## src/rtl/mask_accum16.sv

```systemverilog
// mask_accum16: AND-accumulates a burst of 16-bit words and returns the result and word count.
// Optional build macro MASK_ACCUM16_POPCOUNT_EN adds out_ones, the set-bit count of out_data.
module mask_accum16 #(
  parameter int LEN_W = 8
) (
  input  logic             clk,
  input  logic             rst_n,
  input  logic             start,
  input  logic [LEN_W-1:0] len,
  input  logic             in_valid,
  output logic             in_ready,
  input  logic [15:0]      in_data,
  output logic             out_valid,
  input  logic             out_ready,
  output logic [15:0]      out_data,
  output logic [LEN_W-1:0] out_count,
`ifdef MASK_ACCUM16_POPCOUNT_EN
  output logic [4:0]       out_ones,
`endif
  output logic             busy
);

  typedef enum logic [1:0] {
    IDLE = 2'd0,
    ACC  = 2'd1,
    DONE = 2'd2
  } state_t;

  state_t           state, state_n;
  logic [15:0]      acc, acc_n;
  logic [LEN_W-1:0] remaining, remaining_n;
  logic [LEN_W-1:0] count, count_n;

  // NOTE: state and datapath registers are cleared by the async reset so that
  // every output derived from them reads 0 while rst_n is low.
  always_ff @(posedge clk or negedge rst_n) begin
    if (!rst_n) begin
      state     <= IDLE;
      acc       <= '0;
      remaining <= '0;
      count     <= '0;
    end else begin
      // NOTE: non-blocking assignments so all registers update from the
      // same pre-edge values, independent of statement order.
      state     <= state_n;
      acc       <= acc_n;
      remaining <= remaining_n;
      count     <= count_n;
    end
  end

  always_comb begin
    // NOTE: every signal gets a default first so no path leaves it unassigned,
    // which would otherwise infer a latch.
    state_n     = state;
    acc_n       = acc;
    remaining_n = remaining;
    count_n     = count;
    in_ready    = 1'b0;
    out_valid   = 1'b0;

    unique case (state)
      IDLE: begin
        if (start) begin
          acc_n       = 16'hFFFF;
          remaining_n = len;
          count_n     = '0;
          state_n     = (len == '0) ? DONE : ACC;
        end
      end

      ACC: begin
        in_ready = 1'b1;
        if (in_valid) begin
          acc_n       = acc & in_data;
          remaining_n = remaining - LEN_W'(1);
          count_n     = count + LEN_W'(1);
          if (remaining == LEN_W'(1)) begin
            state_n = DONE;
          end
        end
      end

      DONE: begin
        out_valid = 1'b1;
        // A start arriving with the handshake is deliberately not looked at here.
        if (out_ready) begin
          state_n = IDLE;
        end
      end

      default: begin
        state_n = IDLE;
      end
    endcase
  end

  assign busy      = (state != IDLE);
  assign out_data  = out_valid ? acc : 16'h0000;
  assign out_count = out_valid ? count : '0;

`ifdef MASK_ACCUM16_POPCOUNT_EN
  function automatic logic [4:0] popcount16(input logic [15:0] v);
    logic [4:0] n;
    n = '0;
    for (int i = 0; i < 16; i++) begin
      n = n + {4'd0, v[i]};
    end
    return n;
  endfunction

  // out_data is already zero when not valid, so its popcount is zero too.
  assign out_ones = popcount16(out_data);
`endif

endmodule

```

## config.mk

```make
export PLATFORM = sky130hd
export DESIGN_NAME = mask_accum16
export DESIGN_NICKNAME = d
export VERILOG_FILES = /design/src/rtl/mask_accum16.sv
export SDC_FILE = /design/constraint.sdc
export NUM_CORES = 1
export LEC_CHECK = 0
export ABC_AREA = 1
export BUFFER_PORTS_ARGS = -buffer_cell sky130_fd_sc_hd__buf_2
export CAP_MARGIN = 30
export CORE_AREA = 2 2 66 68
export CTS_CLUSTER_DIAMETER = 100
export DETAILED_ROUTE_END_ITERATION = 6
export DIE_AREA = 0 0 68 70
export GPL_ROUTABILITY_DRIVEN = 0
export GPL_TIMING_DRIVEN = 0
export PLACE_DENSITY_LB_ADDON = 0.3
export SLEW_MARGIN = 20
export SYNTH_ARGS = -nofsm -noshare
export SYNTH_HDL_FRONTEND = slang
export SYNTH_SLANG_ARGS = --single-unit
```

## constraint.sdc

```tcl
create_clock -name clk -period 1.55 [get_ports clk]
set_clock_uncertainty 0.15 [all_clocks]
set_input_delay 0 -clock clk [delete_from_list [all_inputs] [get_ports clk]]
set_output_delay 0 -clock clk [all_outputs]
set_load 0.02 [all_outputs]
```

# Word level (Yosys, flattened, before mapping)
# Cells that the tools add are included.
# word_totals
register_bits,34
output_inout_bits,27
word_cells,39
# classes
n_addsub,2
n_eq_ne,7
mux,19
n_bitwise,1
n_reduce_logical,6
# ops
operator,count
16-bit 2-to-1 mux,3
8-bit 2-to-1 mux,5
16-bit one-hot mux with 2 select lines,1
8-bit one-hot mux with 2 select lines,2
16-bit AND,1
2-bit 2-to-1 mux,5
"8-bit by 1-bit adder with 8-bit output, second input constant",1
"8-bit by 1-bit equality test with 1-bit output, second input constant",1
8-bit zero test,1
"2-bit != test, second input constant",4
"8-bit by 1-bit subtractor with 8-bit output, second input constant",1
2-bit one-hot mux with 3 select lines,1
4-bit AND reduction,1
2-bit nonzero test,2
3-bit AND reduction,1
"2-bit by 1-bit equality test with 1-bit output, second input constant",1
"2-bit equality test, second input constant",1
2-bit zero test,1
1-bit 2-to-1 mux,2

# Depth between registers and ports, before layout
# Gate-level depths: netlist of the first run.
# depth
word_depth,4
mapped_depth,10
depth_no_buf,9

# Worst setup path after synthesis of the first run
# Ideal clock, no wire load.
# synth_path
kind,reg-to-reg
from,register state[0]
to,register state[0]
setup_time_ns,0.118
t_arrival_ns,1.156
path_slack_ns,0.126
path_stages_with_launch,7
period_less_slack_ns,1.424
path_cell_list,dfrtp_1 buf_6 nor2_4 inv_1 or2_1 nand4_1 nand2_1
# synth_between
elab_chain_len,3
word_cells_on_any_way,9
# synth_lines
item,line,text
from (decl),29,"state_t state, state_n;"
from (signal assigned),45,state <= state_n;
"2-bit by 1-bit equality test with 1-bit output, or another cell as far along",62,unique case (state)
2-bit != test (no line),--,
4-bit AND reduction (no line),--,
# Parallel ways exist; a longest one is shown, timed or not.
# A chain may end at the register's enable or synchronous reset.

# Worst setup path after layout of the first run
# layout_path
from,register state[0]
to,output port out_data[14]
# layout_between
elab_chain_len,3
# layout_lines
item,line,text
2-bit equality test,62,
1-bit 2-to-1 mux,62,
16-bit 2-to-1 mux,99,assign out_data = out_valid ? acc : 16'h0000;
to (decl),15,"output logic [15:0] out_data,"
# No other way between the ends.

==> results of run 1 <==
==> registers in the layout (all words and copies together), names as in the netlist <==
name	count
acc	16
remaining	8
count	8
state	2
==> per-stage QoR <==
stage / area, sq um / TNS [ns] / instances / hold WS, ns
floorplan: 1960 / 0 / 272 / -0.446
global placement: 2300 / 0 / 379 / -0.0379
detailed placement: 2300 / 0 / 379 / -0.0282
CTS: 2770 / 0 / 418 / 0.00605
global route: 2950 / -1.59 / 419 / 0.0293
finish: 2950 / -0.328 / 419 / 0.0208
==> how the worst max path moves through the flow <==
stage                              start                   end  slack [ns]
finish              state[0]$_DFFE_PN0P_          out_data[14]       -0.06
global route        state[0]$_DFFE_PN0P_           out_data[9]       -0.10
CTS                 state[0]$_DFFE_PN0P_          out_count[0]       0.002
detailed placement  state[1]$_DFFE_PN0P_   acc[10]$_DFFE_PN0P_        0.02
global placement    state[1]$_DFFE_PN0P_   acc[14]$_DFFE_PN0P_        0.06
floorplan           state[0]$_DFFE_PN0P_  state[0]$_DFFE_PN0P_        0.13
==> Yosys cell counts <==
| cell | count |
|---|---|
| sky130_fd_sc_hd__nand2_1 | 63 |
| sky130_fd_sc_hd__nor2_1 | 52 |
| sky130_fd_sc_hd__inv_1 | 41 |
| sky130_fd_sc_hd__dfrtp_1 | 34 |
| sky130_fd_sc_hd__o21ai_0 | 24 |
| sky130_fd_sc_hd__nand3_1 | 13 |
| sky130_fd_sc_hd__a21oi_1 | 7 |
| sky130_fd_sc_hd__buf_2 | 4 |
| sky130_fd_sc_hd__nand4_1 | 4 |
| sky130_fd_sc_hd__o21ai_2 | 4 |
| sky130_fd_sc_hd__buf_6 | 3 |
| sky130_fd_sc_hd__ha_1 | 3 |
| sky130_fd_sc_hd__inv_2 | 2 |
| sky130_fd_sc_hd__nand2_4 | 2 |
| sky130_fd_sc_hd__or2_2 | 2 |
| sky130_fd_sc_hd__a31oi_1 | 1 |
| sky130_fd_sc_hd__buf_4 | 1 |
| sky130_fd_sc_hd__clkbuf_2 | 1 |
| sky130_fd_sc_hd__inv_4 | 1 |
| sky130_fd_sc_hd__nand2_8 | 1 |
| sky130_fd_sc_hd__nor2_2 | 1 |
| sky130_fd_sc_hd__nor2_4 | 1 |
| sky130_fd_sc_hd__nor3_1 | 1 |
| sky130_fd_sc_hd__o211ai_1 | 1 |
| sky130_fd_sc_hd__o21ai_1 | 1 |
| sky130_fd_sc_hd__o31ai_1 | 1 |
| sky130_fd_sc_hd__or2_1 | 1 |
| sky130_fd_sc_hd__xnor2_1 | 1 |
| sky130_fd_sc_hd__xor2_1 | 1 |
==> power by group through the flow <==
stage / logic, mW / registers (mW) / clock network [mW]
after detailed placement: 1.99 / 1.41 / 0
after CTS: 2.15 / 1.39 / 1.01
after floorplan: 1.52 / 1.36 / 0
after global routing: 2.72 / 1.44 / 1.07
after global placement: 1.95 / 1.39 / 0
final: 2.45 / 1.40 / 0.997
==> repair_timing <==
action,CTS,global route
hold endpoints to repair,61,0
resized for setup,12,63
hold buffers,27,0
endpoints found under the setup margin,21,37
setup buffers,4,1
pin swaps,1,1
cloned,0,0
==> tightest hold or removal path, stage by stage <==
cell and delay (ns):
sky130_fd_sc_hd__buf_2 0.10, sky130_fd_sc_hd__nand2_2 0.07, sky130_fd_sc_hd__buf_2 0.18, sky130_fd_sc_hd__nand2_1 0.08
==> layout make-up <==
class / instances / share of cell area [%]
Sequential cell: 34 / 28.8
Inverter: 44 / 5.93
Timing Repair Buffer: 87 / 22.5
Tap cell: 52 / 2.20
Buffer: 9 / 3.30
Clock buffer: 5 / 2.33
Multi-Input combinational cell: 185 / 32.6
Clock inverter: 3 / 2.33
==> layout by cell type, fill, tap and decap left out, types with 5 or more instances in the layout <==
master                          count
sky130_fd_sc_hd__buf_6             10
sky130_fd_sc_hd__nor2_2            15
sky130_fd_sc_hd__buf_4             19
sky130_fd_sc_hd__o21ai_1            5
sky130_fd_sc_hd__nand3_1           13
sky130_fd_sc_hd__dfrtp_1           34
sky130_fd_sc_hd__o21ai_2            7
sky130_fd_sc_hd__buf_2             36
sky130_fd_sc_hd__dlygate4sd3_1     27
sky130_fd_sc_hd__nor2_1            36
sky130_fd_sc_hd__nand2_1           62
sky130_fd_sc_hd__inv_1             40
sky130_fd_sc_hd__a21oi_1            7
sky130_fd_sc_hd__o21ai_0           17
sky130_fd_sc_hd__clkbuf_8           5
==> cells by family after synthesis <==
kind of cell             count (synthesis)  synth area share, %
AND/OR/NAND/NOR                        141                 30.9
AO/OA/AOI/OAI                           39                 11.0
flip-flops                              34                 43.4
adder cells (fa/ha/maj)                  3                 1.91
buffers and inverters                   53                 11.9
XOR/XNOR                                 2                0.893
==> routing by layer <==
| metal | vias up | part of all wire (%) | GRT usage, % |
|---|---|---|---|
| met2 | 62 | 53 | 39.7 |
| met4 | 0 | 1.2 | 8.44 |
| li1 | 1030 | - | - |
| met3 | 8 | 5.0 | 5.64 |
| met5 | - | 0 | 0 |
| met1 | 934 | 41 | 27.9 |
==> metrics.log, run 1 <==
INFO  metric failing_checks = setup timing
INFO  metric fraction_of_layout_cells_with_a_size_suffix_above_1 = around 31%
INFO  metric timing.critical_path.required = ~1.4 ns
INFO  metric antenna_left = 0
INFO  metric timing.max_slew.rel_slack = just under 50%
INFO  metric netlist_area = approximately 2000 sq um
INFO  metric number_of_port_buffers = 55
INFO  metric synth.ff_latch_count = 34
INFO  metric worstSetupPathType = flop to primary output
INFO  metric worstSkewPairLatency = between 0.2 and 0.3 ns
INFO  metric clk_root_buffer_cell = sky130_fd_sc_hd__clkbuf_8
INFO  metric rows = 24
INFO  metric timing.reg2reg.worst_path_depth = 8
INFO  metric synth_area_leader_cell = sky130_fd_sc_hd__dfrtp_1
INFO  metric syn-instance-count = ~270
INFO  metric areaGrowthSynthToFinish = 50.6%
INFO  metric final_core_occ = a little under three quarters
INFO  metric clock_slew_seen_by_the_registers_of_the_worst_setup_and_hold_paths = 0.07 ns
INFO  metric netSwitchingFraction = between 40% and 50%
INFO  metric whs_endpoint = acc[2]$_DFFE_PN0P_
INFO  metric number_of_failing_hold_endpoints_at_the_final_stage = 0
INFO  metric multi_input_area = between 900 and 1000 sq um
INFO  metric slew_viol_final = 0
INFO  metric detailedPlacementHpwl = 3210 um
INFO  metric path_delay_family = buffers and inverters
INFO  metric timing.critical_path.buf_inv = 4
INFO  metric crit_path_start_kind = flop
INFO  metric worst_path_max_delay_cell = sky130_fd_sc_hd__dfrtp_1
INFO  metric antenna_cells = 0
INFO  metric finalNetCount = just under 400
INFO  metric stage_delay_of_the_slowest_cell_on_the_critical_path = around 0.37 ns
INFO  metric crit_path_end_kind = primary output
INFO  metric worst_hold_path_type = input port to flop
INFO  metric grt_usage = 23.3%
INFO  metric vias = between 2000 and 2500
INFO  metric global_route.overflow_total = 0
INFO  metric comb_power_share = between 50% and 60%
INFO  metric cts-buffers-inserted = 5
INFO  metric clock_power_share = between 20% and 30%
INFO  metric die_x = between 60 and 70 um
INFO  metric floorplan.io_pins = between 50 and 60
INFO  metric drt-vias-per-instance = approximately 5
INFO  metric grt_max_degree = 35
INFO  metric drtPass1Iterations = 4
INFO  metric launch_point_of_the_worst_reg_to_reg_path = state[1]$_DFFE_PN0P_
INFO  metric cell_internal_pwr = about 2.8 mW
INFO  metric cp_cell_sequence = buf_6 -> nor2_4 -> inv_4 -> buf_12 -> nor2_2 -> buf_4
INFO  metric drv_cap = 0
INFO  metric p_seq_share = ~29%
INFO  metric synthesis.nets = 304
INFO  metric cts-root-to-sink-buffers = 2
INFO  metric max-vdd-ir-drop = 1.11 mV
INFO  metric fill_cells = between 300 and 400
INFO  metric net_switching_power_figure = between 2 and 2.5 mW
INFO  metric number_of_logic_stages_on_the_critical_path_including_buffering = 6
INFO  metric total_leakage_power = around 1.6 nW
INFO  metric vias_in_the_first_global_route = approximately 2000
INFO  metric antenna_found_initial = 0
INFO  metric postSynthAreaPerCell = between 7 and 8 sq um
INFO  metric ys_warn_count = 0
INFO  metric crit_arrival = between 1 and 1.5 ns
INFO  metric fin_crit = about 1.6 ns
INFO  metric synth-seq-area-share = a little over two fifths
INFO  metric crit_path_max_fanout = 10
INFO  metric layout_worst_path_cycle_share = 104%
INFO  metric initial_utilization = ~47%
INFO  metric f_max = a little over 600 MHz
INFO  metric post_place_setup_slack = 0.0220 ns
INFO  metric grt_setup_unrepaired = yes
INFO  metric synth.top_cells.by_area = sky130_fd_sc_hd__dfrtp_1, sky130_fd_sc_hd__nand2_1, sky130_fd_sc_hd__nor2_1
INFO  metric finalSetupViolCount = 18
INFO  metric register_area = ~850 sq um
INFO  metric detail_route.iter0.violations = slightly below 90
INFO  metric remaining_design_rule_violation_count = 0
INFO  metric fp.coreArea = around 4100 sq um
INFO  metric dieHeight = 70 um
INFO  metric first_pass_grt_wire_length = about 8400 um
INFO  metric report.power.total = 4.85 mW
INFO  metric whs_path_depth = 4
INFO  metric routed_wire_length_per_instance = approximately 13 um
INFO  metric area_of_the_die = around 4800 sq um
INFO  metric p_per_area = 1640 nW/um^2
INFO  metric worstMarginPinSlew = 0.765 ns
INFO  metric reg2reg_slack = 0.05 ns
INFO  metric htree_num_levels = 2
INFO  metric share_of_the_synthesized_area_in_the_top_cell_type = between 40 and 50%
INFO  metric status = finished with violations
INFO  metric tritoncts = yes
INFO  metric hold_start = start
INFO  metric regToRegEndpoint = count[5]$_DFFE_PN0P_
INFO  metric cts_num_sinks = 34
INFO  metric netlist-cell-type-count = 29
INFO  metric route.final.wire_length = about 5300 um
INFO  metric final.setup.worst_slack = -0.0584 ns
Note: power is estimated with default switching activity, not from simulation.
==> run 2, diff against run 1 <==
ABC_AREA = default   (was 1)
CORE_AREA = 2 2 62 64   (was 2 2 66 68)
DIE_AREA = 0 0 64 66   (was 0 0 68 70)
==> run 2 against run 1 <==
Effect of this change:
- the flow now stops in 5_1_grt
- synthesized cell count down 30%
- area after synthesis down 12%
==> metrics.log, run 2 <==
INFO  metric synth.ff_latch_count = 34 (unchanged)
INFO  metric commonest_cells_in_the_netlist = sky130_fd_sc_hd__dfrtp_1, sky130_fd_sc_hd__nand2_1, sky130_fd_sc_hd__and2_1
INFO  metric cts-buffers-inserted = 5 (unchanged)
INFO  metric htree_num_levels = 2 (unchanged)
INFO  metric post_place_setup_slack = -0.582 ns (-0.604 ns)
INFO  metric postSynthAreaPerCell = 9.09 sq um (+26%)
INFO  metric share_of_the_synthesized_area_in_the_top_cell_type = 49.0% (+5.7 points)
INFO  metric worst_endpoint = remaining[7]$_DFFE_PN0P_/D
INFO  metric die_x = 64 um (-5.9%)
INFO  metric floorplan.io_pins = 56 (unchanged)
INFO  metric clk_root_buffer_cell = sky130_fd_sc_hd__clkbuf_4
INFO  metric synthesis.nets = 223 (-27%)
INFO  metric cts_num_sinks = 34 (unchanged)
INFO  metric timing.worst_endpoint.kind = register input
INFO  metric status = stopped before the end
INFO  metric dpl.cell_count = 294 (-22%)
INFO  metric antenna_found_initial = 0
INFO  metric number_of_enable_type_register_cells_in_the_synthesized_netlist = 0 (unchanged)
INFO  metric detailedPlacementHpwl = 2840 um (-12%)
INFO  metric rows = 22 (-8.3%)
INFO  metric cts-root-to-sink-buffers = 2 (unchanged)
INFO  metric yosys_most_used_dff = sky130_fd_sc_hd__dfrtp_1
INFO  metric dieHeight = 66 um (-5.7%)
INFO  metric syn-instance-count = 191 (-30%)
INFO  metric grt_max_degree = 35
INFO  metric synth_area_leader_cell = sky130_fd_sc_hd__dfrtp_1
INFO  metric synth-seq-area-share = 49.0% (+5.7 points)
INFO  metric post-synth-top-count-cell = sky130_fd_sc_hd__dfrtp_1
INFO  metric ys_warn_count = 0 (unchanged)
INFO  metric netlist_area = 1740 sq um (-12%)
INFO  metric netlist-cell-type-count = 38 (+31%)
INFO  metric initial_utilization = 48.9% (+1.5 points)
INFO  metric number_of_port_buffers = 55 (unchanged)
INFO  metric error = [ERROR DPL-0033] detailed placement checks failed during check placement.
INFO  metric lastStage = 5_1_grt
INFO  metric synth-async-reset-ratio = 100% (unchanged)
INFO  metric synth.top_cells.by_area = sky130_fd_sc_hd__dfrtp_1, sky130_fd_sc_hd__and2_1, sky130_fd_sc_hd__o21ai_0
run 2: cell count changes after synthesis, sizes merged, moves of 4 or more:
| cell | previous run | this run |
|---|---|---|
| nand2 | 66 | 25 |
| inv | 44 | 4 |
| nor2 | 54 | 15 |
| and2 | 0 | 24 |
| nand3 | 13 | 3 |
| clkbuf | 1 | 8 |
| buf | 8 | 2 |
| o21ai | 29 | 23 |
| nand4 | 4 | 0 |
| nor3 | 1 | 5 |
| or4 | 0 | 4 |
run 2: kinds of logic after synthesis:
| kind of cell | after synthesis | share of synthesized area, % |
|---|---|---|
| and+or+nand+nor | 90 | 27.2 |
| AOI/OAI and AO/OA | 42 | 14.6 |
| DFF | 34 | 49.0 |
| buffers and inverters | 15 | 3.39 |
| xor gates and xnor gates | 5 | 2.52 |
| adders and majority gates | 3 | 2.16 |
| muxes | 2 | 1.15 |
run 2: through the flow:
stage                     cell area [sq um]  hold WS [ns]  setup TNS (ns)  util [%]
after floorplan                        1810        -0.446          -0.781         -
after global placement                 2140       -0.0384           -7.87      60.4
after detailed placement               2140       -0.0403           -9.33      60.4
after CTS                              3150         0.123           -7.37      88.7
run 2: repair_timing:
item / CTS
resized for setup: 158
buffers inserted: 23
endpoints found under the hold margin: 61
hold buffers: 27
endpoints found under the setup margin: 60
gates cloned: 4
pin swaps: 28
==> run 3, diff against run 2 <==
CORE_AREA = 2 2 74 76   (was 2 2 62 64)
CTS_CLUSTER_DIAMETER = default   (was 100)
DIE_AREA = 0 0 76 78   (was 0 0 64 66)
PLACE_DENSITY_LB_ADDON = 0.15   (was 0.3)
==> run 3 against run 2 <==
Effect of this change:
- the flow now finishes, with violations (setup timing)
- synthesized cell count did not move
- area after synthesis did not move
==> metrics.log, run 3 <==
INFO  metric status = finished with violations
INFO  metric failing_checks = setup timing
INFO  metric timing.critical_path.required = around 1.6 ns
INFO  metric layout_common_cells = sky130_fd_sc_hd__buf_2, sky130_fd_sc_hd__dfrtp_1, sky130_fd_sc_hd__dlygate4sd3_1
INFO  metric clk_root_buffer_cell = sky130_fd_sc_hd__clkbuf_8
INFO  metric worstSkewPairLatency = 0.29 ns
INFO  metric floorplan.io_pins = 56 (unchanged)
INFO  metric first_pass_grt_wire_length = 8370 um
INFO  metric number_of_port_buffers = 55 (unchanged)
INFO  metric area_of_the_die = approximately 5900 sq um
INFO  metric max-vdd-ir-drop = 0.878 mV
INFO  metric commonest_cells_in_the_netlist = sky130_fd_sc_hd__dfrtp_1, sky130_fd_sc_hd__nand2_1, sky130_fd_sc_hd__and2_1
INFO  metric layout.cells.most_common = sky130_fd_sc_hd__buf_2
INFO  metric grt_max_degree = 35
INFO  metric timing.critical_path.buf_inv = 0
INFO  metric initial_utilization = 34.4% (-14 points)
INFO  metric slew_viol_final = 0
INFO  metric synth-seq-area-share = 49.0% (unchanged)
INFO  metric yosys_most_used_dff = sky130_fd_sc_hd__dfrtp_1
INFO  metric biggest_regs = acc: 16 flops, count: 8 flops, remaining: 8 flops
INFO  metric antenna_found_initial = 0
INFO  metric crit_path_max_fanout = 5
INFO  metric areaGrowthSynthToFinish = 70.4%
INFO  metric remaining_design_rule_violation_count = 0
INFO  metric final.setup.worst_slack = -0.535 ns
INFO  metric synthesis.nets = 223 (unchanged)
INFO  metric synth_area_leader_cell = sky130_fd_sc_hd__dfrtp_1
INFO  metric layout_worst_path_cycle_share = 135%
INFO  metric synth.top_cells.by_area = sky130_fd_sc_hd__dfrtp_1, sky130_fd_sc_hd__and2_1, sky130_fd_sc_hd__o21ai_0
INFO  metric tritoncts = yes
INFO  metric drtPass1Iterations = 6
INFO  metric fraction_of_layout_cells_with_a_size_suffix_above_1 = 45.1%
INFO  metric netlist_area = 1740 sq um (unchanged)
INFO  metric largest_reg_by_ff_count = acc
INFO  metric grt_setup_unrepaired = yes
INFO  metric worst_path_max_delay_cell = sky130_fd_sc_hd__or4_4
INFO  metric antenna_left = 0
INFO  metric cts-root-to-sink-buffers = 2 (unchanged)
INFO  metric dieHeight = 78 um (+18%)
INFO  metric global_route.overflow_total = 0
INFO  metric number_of_failing_hold_endpoints_at_the_final_stage = 0
INFO  metric crit_path_start_kind = flop
INFO  metric report.power.total = approximately 4.4 mW
INFO  metric worstMarginPinSlew = around 0.78 ns
INFO  metric postSynthAreaPerCell = 9.09 sq um (unchanged)
INFO  metric crit_arrival = ~2.1 ns
INFO  metric synth-async-reset-ratio = 100% (unchanged)
INFO  metric timing.max_slew.rel_slack = about half
INFO  metric grt_usage = between 10% and 20%
INFO  metric detail_route.iter0.violations = 68
INFO  metric final_core_occ = approximately three fifths
INFO  metric f_max = roughly 480 MHz
INFO  metric ys_warn_count = 0 (unchanged)
INFO  metric critPathMostFrequentCell = sky130_fd_sc_hd__or4_4
INFO  metric share_of_the_synthesized_area_in_the_top_cell_type = 49.0% (unchanged)
INFO  metric fp.coreArea = approximately 5000 sq um
INFO  metric crit_path_end_kind = flop
INFO  metric route.final.wire_length = roughly 5000 um
INFO  metric rows = 26 (+18%)
INFO  metric post-synth-top-count-cell = sky130_fd_sc_hd__dfrtp_1
INFO  metric netlist-cell-type-count = 38 (unchanged)
INFO  metric synth.ff_latch_count = 34 (unchanged)
INFO  metric vias_in_the_first_global_route = approximately 1700
INFO  metric worst_hold_path_type = input port to flop
INFO  metric clock_slew_seen_by_the_registers_of_the_worst_setup_and_hold_paths = around 0.08 ns
INFO  metric htree_num_levels = 2 (unchanged)
INFO  metric drv_cap = 0
INFO  metric vias = between 1500 and 2000
INFO  metric post_place_setup_slack = -0.603 ns (-0.0211 ns)
INFO  metric number_of_enable_type_register_cells_in_the_synthesized_netlist = 0 (unchanged)
INFO  metric p_per_area = roughly 1500 nW/um^2
INFO  metric die_x = 76 um (+19%)
INFO  metric fill_cells = between 400 and 500
INFO  metric largest_register_ffs = 16
INFO  metric worstSetupPathType = flop to flop
INFO  metric detailedPlacementHpwl = 3070 um (+8.0%)
INFO  metric finalNetCount = ~330
INFO  metric cp_cell_sequence = or4_4 -> or4_4 -> a21o_1 -> a221o_1
INFO  metric routed_wire_length_per_instance = around 14 um
INFO  metric syn-instance-count = 191 (unchanged)
INFO  metric path_delay_family = simple AND/OR/NAND/NOR gates
INFO  metric fin_crit = between 2 and 2.5 ns
INFO  metric stage_delay_of_the_slowest_cell_on_the_critical_path = 0.51 ns
INFO  metric antenna_cells = 0
INFO  metric cts-buffers-inserted = 5 (unchanged)
INFO  metric cts_num_sinks = 34 (unchanged)
INFO  metric finalSetupViolCount = 50
INFO  metric drt-vias-per-instance = approximately 4.8
INFO  metric total_leakage_power = between 1 and 1.5 nW
==> run 3: cell counts after synthesis <==
No cell type changed its count.
==> run 3: cell families after synthesis <==
group,count (synthesis),synth area share [%]
simple gates,90,27.2
compound gates,42,14.6
flops,34,49.0
buf+inv,15,3.39
xor+xnor,5,2.52
fa+ha+maj,3,2.16
mux,2,1.15
==> run 3: final cells by class <==
type | instances | area, sq um | area share, %
buffer | 8 | 114 | 3.85
tap | 70 | 87.6 | 2.96
multi-input combinational | 142 | 1020 | 34.5
clock inverter | 3 | 68.8 | 2.33
sequential | 34 | 852 | 28.8
clock buffer | 5 | 68.8 | 2.33
timing repair buffer | 100 | 714 | 24.2
inverter | 5 | 31.3 | 1.06
==> run 3: metal layers <==
metal	routed length (um)	GRT usage, %
met2	2550	30.1
met1	2250	22.7
met3	202	3.72
met5	0	0
met4	15	5.45
==> run 3: worst paths after layout <==
kind                                          start                  endpoint  slack, ns  depth (start not counted)
max                        remaining[3]$_DFFE_PN0P_  remaining[7]$_DFFE_PN0P_      -0.54                          4
min                                        in_valid      count[4]$_DFFE_PN0P_      0.007                          4
max reg2reg                remaining[3]$_DFFE_PN0P_  remaining[7]$_DFFE_PN0P_      -0.54                          4
min reg2reg                     acc[10]$_DFFE_PN0P_       acc[10]$_DFFE_PN0P_       0.34                          2
max in group asynchronous                     rst_n      state[0]$_DFFE_PN0P_       0.53                          2
min in group asynchronous                     rst_n      count[2]$_DFFE_PN0P_       0.17                          2
==> run 3: worst min-delay path, cell delays in order <==
cell and delay [ns]:
sky130_fd_sc_hd__buf_2 0.14, sky130_fd_sc_hd__nand2_4 0.10, sky130_fd_sc_hd__or3_4 0.13, sky130_fd_sc_hd__a21oi_2 0.04
==> run 3: power by group <==
group	internal [mW]	switching (mW)
registers	1.28	0.344
logic	0.898	0.882
clock network	0.645	0.352
==> run 3: metrics by stage <==
| step | TNS (ns) | hold slack, ns | area, sq um | std cells |
|---|---|---|---|---|
| finish | -6.71 | 0.00697 | 2960 | 367 |
| global route | -10.40 | 0.0193 | 2960 | 367 |
| CTS | -6.50 | 0.0121 | 2840 | 362 |
| detailed placement | -9.90 | -0.0270 | 2170 | 316 |
| global placement | -9.71 | -0.0187 | 2170 | 316 |
| floorplan | -0.781 | -0.446 | 1810 | 191 |
==> run 3: timing repair <==
| item | CTS | global route |
|---|---|---|
| gates cloned | 3 | 0 |
| hold endpoints to repair | 59 | 0 |
| buffers inserted | 11 | 6 |
| endpoints found under the setup margin | 59 | 58 |
| pin swaps | 5 | 8 |
| gates resized for setup | 60 | 24 |
| hold buffers | 26 | 0 |
